File: src/rtl/cgra_trace_capture_if.sv
// Frame stream from the trace capture stage to the CGRA lane monitor.
// master drives frames; slave returns out_ready.
interface cgra_trace_capture_if #(
    parameter int LANES = 16,
    parameter int DW    = 32,
    parameter int CNT_W = 16
);
    logic                    out_valid;
    logic                    out_ready;
    logic [LANES*(DW+1)-1:0] out_lanes;
    logic [CNT_W-1:0]        out_seq;

    modport master (
        output out_valid,
        output out_lanes,
        output out_seq,
        input  out_ready
    );

    modport slave (
        input  out_valid,
        input  out_lanes,
        input  out_seq,
        output out_ready
    );
endinterface

File: src/rtl/cgra_trace_capture.sv
// Trace capture: packs CGRA lane outputs into {valid,data} frames, buffers them in a
// fall-through FIFO and hands them to the lane monitor with sequence tags and drop accounting.
//
// state      | meaning
// -----------+------------------------------------------------------------
// ST_IDLE    | waiting for cap_start; offers ignored
// ST_CAPTURE | offered frames pushed (or dropped when full), budget counted
// ST_DRAIN   | no new frames; waits for the FIFO to empty, then back to idle
module cgra_trace_capture #(
    parameter int LANES = 16,
    parameter int DW    = 32,
    parameter int DEPTH = 8,
    parameter int CNT_W = 16
) (
    input  logic                  clock,
    input  logic                  reset,
    input  logic                  cap_start,
    input  logic                  cap_stop,
    input  logic [CNT_W-1:0]      cfg_frames,
    input  logic [LANES-1:0]      lane_valid,
    input  logic [LANES*DW-1:0]   lane_data,
    output logic                  busy,
    output logic [CNT_W-1:0]      drop_cnt,
    cgra_trace_capture_if.master  out_if
);
    localparam int FW = LANES * (DW + 1);
    localparam int AW = $clog2(DEPTH);
    localparam logic [AW:0] FULL_CNT = (AW+1)'(DEPTH);

    localparam logic [1:0] ST_IDLE    = 2'd0;
    localparam logic [1:0] ST_CAPTURE = 2'd1;
    localparam logic [1:0] ST_DRAIN   = 2'd2;

    logic [1:0]       state_q, state_d;
    logic [CNT_W-1:0] budget_q, budget_d;
    logic [CNT_W-1:0] offered_q, offered_d;
    logic [CNT_W-1:0] seq_q, seq_d;
    logic [CNT_W-1:0] drop_q, drop_d;
    logic [AW-1:0]    wr_ptr_q, rd_ptr_q;
    logic [AW:0]      count_q, count_d;

    logic [FW-1:0]    mem_lanes_q [DEPTH];
    logic [CNT_W-1:0] mem_seq_q   [DEPTH];

    logic [FW-1:0]    frame;
    logic [CNT_W-1:0] offered_inc;
    logic             offer, pop, full, push, drop, budget_hit;

    always_comb begin
        frame = '0;
        for (int i = 0; i < LANES; i++) begin
            frame[i*(DW+1) +: DW+1] = {lane_valid[i], lane_data[i*DW +: DW]};
        end
    end

    // A pop in the same cycle frees the slot, so a full FIFO still accepts that push.
    assign offer       = (state_q == ST_CAPTURE) && (lane_valid != '0);
    assign pop         = (count_q != '0) && out_if.out_ready;
    assign full        = (count_q == FULL_CNT) && !pop;
    assign push        = offer && !full;
    assign drop        = offer && full;
    assign offered_inc = offered_q + 1'b1;
    assign budget_hit  = offer && (budget_q != '0) && (offered_inc == budget_q);

    always_comb begin
        state_d   = state_q;
        budget_d  = budget_q;
        offered_d = offered_q;
        seq_d     = seq_q;
        drop_d    = drop_q;

        if (offer) offered_d = offered_inc;
        if (push) seq_d = seq_q + 1'b1;
        if (drop && (drop_q != '1)) drop_d = drop_q + 1'b1;

        case (state_q)
            ST_IDLE: begin
                if (cap_start) begin
                    state_d   = ST_CAPTURE;
                    budget_d  = cfg_frames;
                    offered_d = '0;
                    seq_d     = '0;
                    drop_d    = '0;
                end
            end
            ST_CAPTURE: begin
                if (cap_stop || budget_hit) state_d = ST_DRAIN;
            end
            ST_DRAIN: begin
                if (count_q == '0) state_d = ST_IDLE;
            end
            default: state_d = ST_IDLE;
        endcase
    end

    always_comb begin
        count_d = count_q;
        case ({push, pop})
            2'b10:   count_d = count_q + 1'b1;
            2'b01:   count_d = count_q - 1'b1;
            default: count_d = count_q;
        endcase
    end

    always_ff @(posedge clock) begin
        if (reset) begin
            state_q   <= ST_IDLE;
            budget_q  <= '0;
            offered_q <= '0;
            seq_q     <= '0;
            drop_q    <= '0;
            wr_ptr_q  <= '0;
            rd_ptr_q  <= '0;
            count_q   <= '0;
        end else begin
            state_q   <= state_d;
            budget_q  <= budget_d;
            offered_q <= offered_d;
            seq_q     <= seq_d;
            drop_q    <= drop_d;
            count_q   <= count_d;
            if (push) wr_ptr_q <= wr_ptr_q + 1'b1;
            if (pop)  rd_ptr_q <= rd_ptr_q + 1'b1;
        end
    end

    // Storage is never reset; its contents are masked while the FIFO is empty.
    always_ff @(posedge clock) begin
        if (push) begin
            mem_lanes_q[wr_ptr_q] <= frame;
            mem_seq_q[wr_ptr_q]   <= seq_q;
        end
    end

    assign out_if.out_valid = (count_q != '0);
    assign out_if.out_lanes = out_if.out_valid ? mem_lanes_q[rd_ptr_q] : '0;
    assign out_if.out_seq   = out_if.out_valid ? mem_seq_q[rd_ptr_q] : '0;
    assign busy             = (state_q != ST_IDLE);
    assign drop_cnt         = drop_q;
endmodule

File: src/flat_wrapper.sv
// flat-port wrapper written by rule: the top's interface ports become plain ports
module cgra_trace_capture_flat 
#(
    parameter int LANES = 16,
    parameter int DW    = 32,
    parameter int DEPTH = 8,
    parameter int CNT_W = 16
)
  (clock, reset, cap_start, cap_stop, cfg_frames, lane_valid, lane_data, busy, drop_cnt, out_if_out_valid, out_if_out_lanes, out_if_out_seq, out_if_out_ready);
  cgra_trace_capture_if #(.LANES(LANES), .DW(DW), .CNT_W(CNT_W)) out_if_i ();
  input  logic clock;
  input  logic reset;
  input  logic cap_start;
  input  logic cap_stop;
  input  logic [CNT_W-1:0] cfg_frames;
  input  logic [LANES-1:0] lane_valid;
  input  logic [LANES*DW-1:0] lane_data;
  output logic busy;
  output logic [CNT_W-1:0] drop_cnt;
  output wire logic [$bits(out_if_i.out_valid)-1:0] out_if_out_valid;
  output wire logic [$bits(out_if_i.out_lanes)-1:0] out_if_out_lanes;
  output wire logic [$bits(out_if_i.out_seq)-1:0] out_if_out_seq;
  input wire logic [$bits(out_if_i.out_ready)-1:0] out_if_out_ready;
  assign out_if_out_valid = out_if_i.out_valid;
  assign out_if_out_lanes = out_if_i.out_lanes;
  assign out_if_out_seq = out_if_i.out_seq;
  assign out_if_i.out_ready = out_if_out_ready;
  cgra_trace_capture #(.LANES(LANES), .DW(DW), .DEPTH(DEPTH), .CNT_W(CNT_W)) u_core (.clock(clock), .reset(reset), .cap_start(cap_start), .cap_stop(cap_stop), .cfg_frames(cfg_frames), .lane_valid(lane_valid), .lane_data(lane_data), .busy(busy), .drop_cnt(drop_cnt), .out_if(out_if_i));
endmodule
File: config.mk
export PLATFORM = sky130hd
export DESIGN_NAME = cgra_trace_capture_flat
export DESIGN_NICKNAME = d
export VERILOG_FILES = /design/src/rtl/cgra_trace_capture_if.sv /design/src/rtl/cgra_trace_capture.sv /design/src/flat_wrapper.sv
export SDC_FILE = /design/constraint.sdc
export NUM_CORES = 2
export LEC_CHECK = 0
export ABC_AREA = 1
export CAP_MARGIN = 20
export CELL_PAD_IN_SITES_DETAIL_PLACEMENT = 1
export CELL_PAD_IN_SITES_GLOBAL_PLACEMENT = 2
export CORE_MARGIN = 3
export CORE_UTILIZATION = 42
export DETAILED_ROUTE_END_ITERATION = 12
export PLACE_DENSITY_LB_ADDON = 0.1
export SYNTH_ARGS = -nofsm -noshare
export SYNTH_HDL_FRONTEND = slang
export SYNTH_MEMORY_MAX_BITS = 65536
export SYNTH_SLANG_ARGS = --single-unit
export TNS_END_PERCENT = 30
File: constraint.sdc
create_clock -name clock -period 42.1 [get_ports clock]
set_input_delay 10.525 -clock clock [delete_from_list [all_inputs] [get_ports clock]]
set_output_delay 10.525 -clock clock [all_outputs]
set_load 0.01 [all_outputs]
==> impl_metrics.yaml <==
outcome:
  status: "finished clean"
synthesis:
  avgSynthCellArea_um2: 13.22
  async_flop_share: 0
  synth_top_flop_cell: "edfxtp_1"
  synth_edf_count: 4352
  netlist_instances: 12960
  syn-cell-area_um2: 171400
  seq_area_frac_synth: 0.7718
  synth.distinct_cells: 36
  yosys_register_bits: 4431
  yosys_warnings: 0
  synth_nets: 13520
die:
  core_area_um2: 404600
  initial_core_util: 0.4235
  dieArea_um2: 415700
  fp-row-count: 233
  die_x_um: 644.8
  ios: 1111
  die_h_um: 644.8
timing:
  grt_setup_unrepaired: "no"
  maxSlewViolCount: 0
  fin_ws_ns: 23.97
  hold_viol: 0
  whs_ns: 0.4735
  min_period_ns: 18.13
  setup_viol: 0
  worst_pin_slew_ns: 1.345
  max_slew_margin: 0.1032
  fin_crit_sh: 0.4306
  timing.fmax_ghz: 0.05516
  fin_skew_ns: 0.05688
  fin_tns_setup_ns: 0
worst_setup_path:
  critPathMaxFanout: 245
  critical_path.top_delay_family: "buffers and inverters"
  required_ns: 31.57
  critPathLaunchType: "register"
  path_cells: "inv_16 -> buf_4 -> buf_4 -> buf_4 -> buf_4 -> o21ai_0 -> o22ai_1 -> o21ai_0 -> a31oi_1 -> clkdlybuf4s50_1"
  crit_path_frequent_cell: "buf_4"
  path_class: "reg2out"
  cpPeakStageDelay_ns: 0.92
  arrival_ns: 7.60
  worst-path-buf-inv: 6
  end_kind: "output port"
  critPathSlowestCell: "buf_4"
cells_and_area:
  area_growth_pct: 18.05
  drive_gt1_frac: 0.06014
  fin_nets: 14370
  utilization: 0.5000
clock_tree:
  cts_tree: "built"
  postCtsSetupBuffers: 0
  clkTransAtPathRegs_ns: 0.06
  htree_levels: 5
  cts_resized: 0
  clock_latency_ns: 1.00
  cts_sinks: 4431
  root_buffer: "clkbuf_16"
  hold_buffers: 0
  cts_max_path_buffers: 4
  numCtsBuffers: 472
detailed_routing:
  detail_route.wl_per_cell_um: 27.65
  drtIter0Drc: 8313
  viasPerCell: 5.665
  vias: 111500
  drtPass1Iterations: 5
  drcViolationCount: 0
  antenna_left: 0
  drt-total-wl_um: 544200
job:
  cap_violations: 0
grt:
  grt-ovfl-total: 0
  antenna_found_initial: 197
  grt_pass1_vias: 117200
  grt_max_degree: 246
  track_usage: 0.2541
  grt_pass1_wl_um: 791700
power:
  fin_total_pwr_mw: 13.14
  p_per_area_nw_per_um2: 64.95
  leakage_nw: 64.78
  ir_drop_mv: 0.1134
placement:
  numPortBuffers: 1110
  hpwl_um: 304900
  dp_slack_ns: 23.20
  gp_congestion: 0.7842
min_path:
  hold_path_class: "reg2reg"
[tightest hold or removal path: cells and delay by family, from the launching register on]
family	cells	cell delay, ns
buffers and inverters	1	0.05
flip-flops	1	0.32
AO/OA/AOI/OAI	1	0.06
[sequential cells by signal (all words and copies together) (netlist names), named ones only]
| name | cells |
|---|---|
| u_core.seq_q | 16 |
| u_core.drop_cnt | 16 |
| u_core.rd_ptr_q | 3 |
| u_core.mem_seq_q | 128 |
| u_core.state_q | 2 |
| u_core.budget_q | 16 |
| u_core.count_q | 4 |
| u_core.offered_q | 16 |
| u_core.wr_ptr_q | 3 |
| u_core.mem_lanes_q | 4224 |
[per-stage QoR]
stage               instances  area [µm²]
finish                  19680      202300
global route            19660      202200
CTS                     19620      202100
detailed placement      18750      187100
global placement        18740      187100
floorplan               12960      171400
[worst paths after layout]
kind                                  startpoint                                   end  slack, ns  cells past startpoint
setup / recovery                        register                 out_if_out_lanes[404]      23.97                     10
hold / removal     u_core.drop_cnt[6]$_SDFF_PP0_         u_core.drop_cnt[6]$_SDFF_PP0_       0.47                      2
setup reg to reg  u_core.state_q[0]$_SDFFE_PP0P_  u_core.mem_lanes_q[5][252]$_DFFE_PP_      34.97                     13
hold reg to reg    u_core.drop_cnt[6]$_SDFF_PP0_         u_core.drop_cnt[6]$_SDFF_PP0_       0.47                      2
[kinds of logic (layout without fill, tap and decap cells)]
| family | Yosys count | in the layout | share of synthesized area |
|---|---|---|---|
| compound gates | 3901 | 3901 | 0.1222 |
| xor+xnor | 17 | 17 | 0.0009564 |
| fa+ha+maj | 8 | 8 | 0.0006279 |
| buf+inv | 1000 | 2258 | 0.02448 |
| flops | 4431 | 4431 | 0.7718 |
| other cells | 0 | 61 | 0 |
| simple gates | 3603 | 3603 | 0.07993 |
[synthesized netlist by cell type (3+ instances only)]
cell | number | area [µm²]
a211oi_1 | 18 | 135.1
a21oi_1 | 36 | 180.2
a31oi_1 | 548 | 3428
buf_1 | 20 | 75.07
buf_2 | 139 | 695.7
buf_4 | 54 | 405.4
buf_6 | 7 | 78.83
clkbuf_1 | 696 | 2613
dfxtp_1 | 79 | 1582
edfxtp_1 | 4352 | 130700
ha_1 | 7 | 87.58
inv_1 | 78 | 292.8
inv_2 | 3 | 11.26
nand2_1 | 146 | 548.0
nand3_1 | 42 | 210.2
nand3b_1 | 4 | 30.03
nand4_1 | 14 | 87.58
nor2_1 | 3368 | 12640
nor2_2 | 3 | 18.77
nor3_1 | 13 | 65.06
nor3b_1 | 6 | 45.04
nor4_1 | 3 | 18.77
o21ai_0 | 2431 | 12170
o21ai_1 | 321 | 1607
o22ai_1 | 544 | 3403
xnor2_1 | 7 | 61.31
xor2_1 | 9 | 78.83
[final cells by class]
class,instances,area [µm²]
fill,40190,202300
sequential,4431,132300
multi-input combinational,7529,34980
timing repair buffer,1300,12840
clock buffer,581,12410
tap,5405,6763
clock inverter,294,2526
inverter,83,350.3
antenna,61,152.6
[report_power, final]
group          total [mW]  switching [mW]  internal, mW  leakage (nW)
clock                4.04            1.72          2.31          7.27
sequential           4.99          0.0392          4.95          39.9
combinational        4.11            2.69          1.42          17.6
[metal layers]
metal  up-vias  GRT usage  wire length [µm]
met5         -          0               580
met4        86    0.09297             20430
met3       985    0.05126             31990
met2      2677     0.4357            269000
met1     57950     0.3187            222300
li1      49810          -                 -
[cell usage in the layout, fill, tap and decap left out, types with 38 or more instances in the layout]
master           netlist  routed
clkdlybuf4s50_1        0    1110
inv_1                 78      77
dfxtp_1               79      76
nor2_1              3368    3359
edfxtp_1            4352    4352
diode_2                0      61
clkinv_2               1      83
clkinv_1               1     135
nand3_1               42      42
o21ai_0             2431    2431
a31oi_1              548     548
o22ai_1              544     544
nand2_1              146     146
o21ai_1              321     321
buf_4                 54     168
bufinv_16              0      38
clkbuf_1             696     100
clkbuf_16              0     481
(Power assumes the default switching activity.)
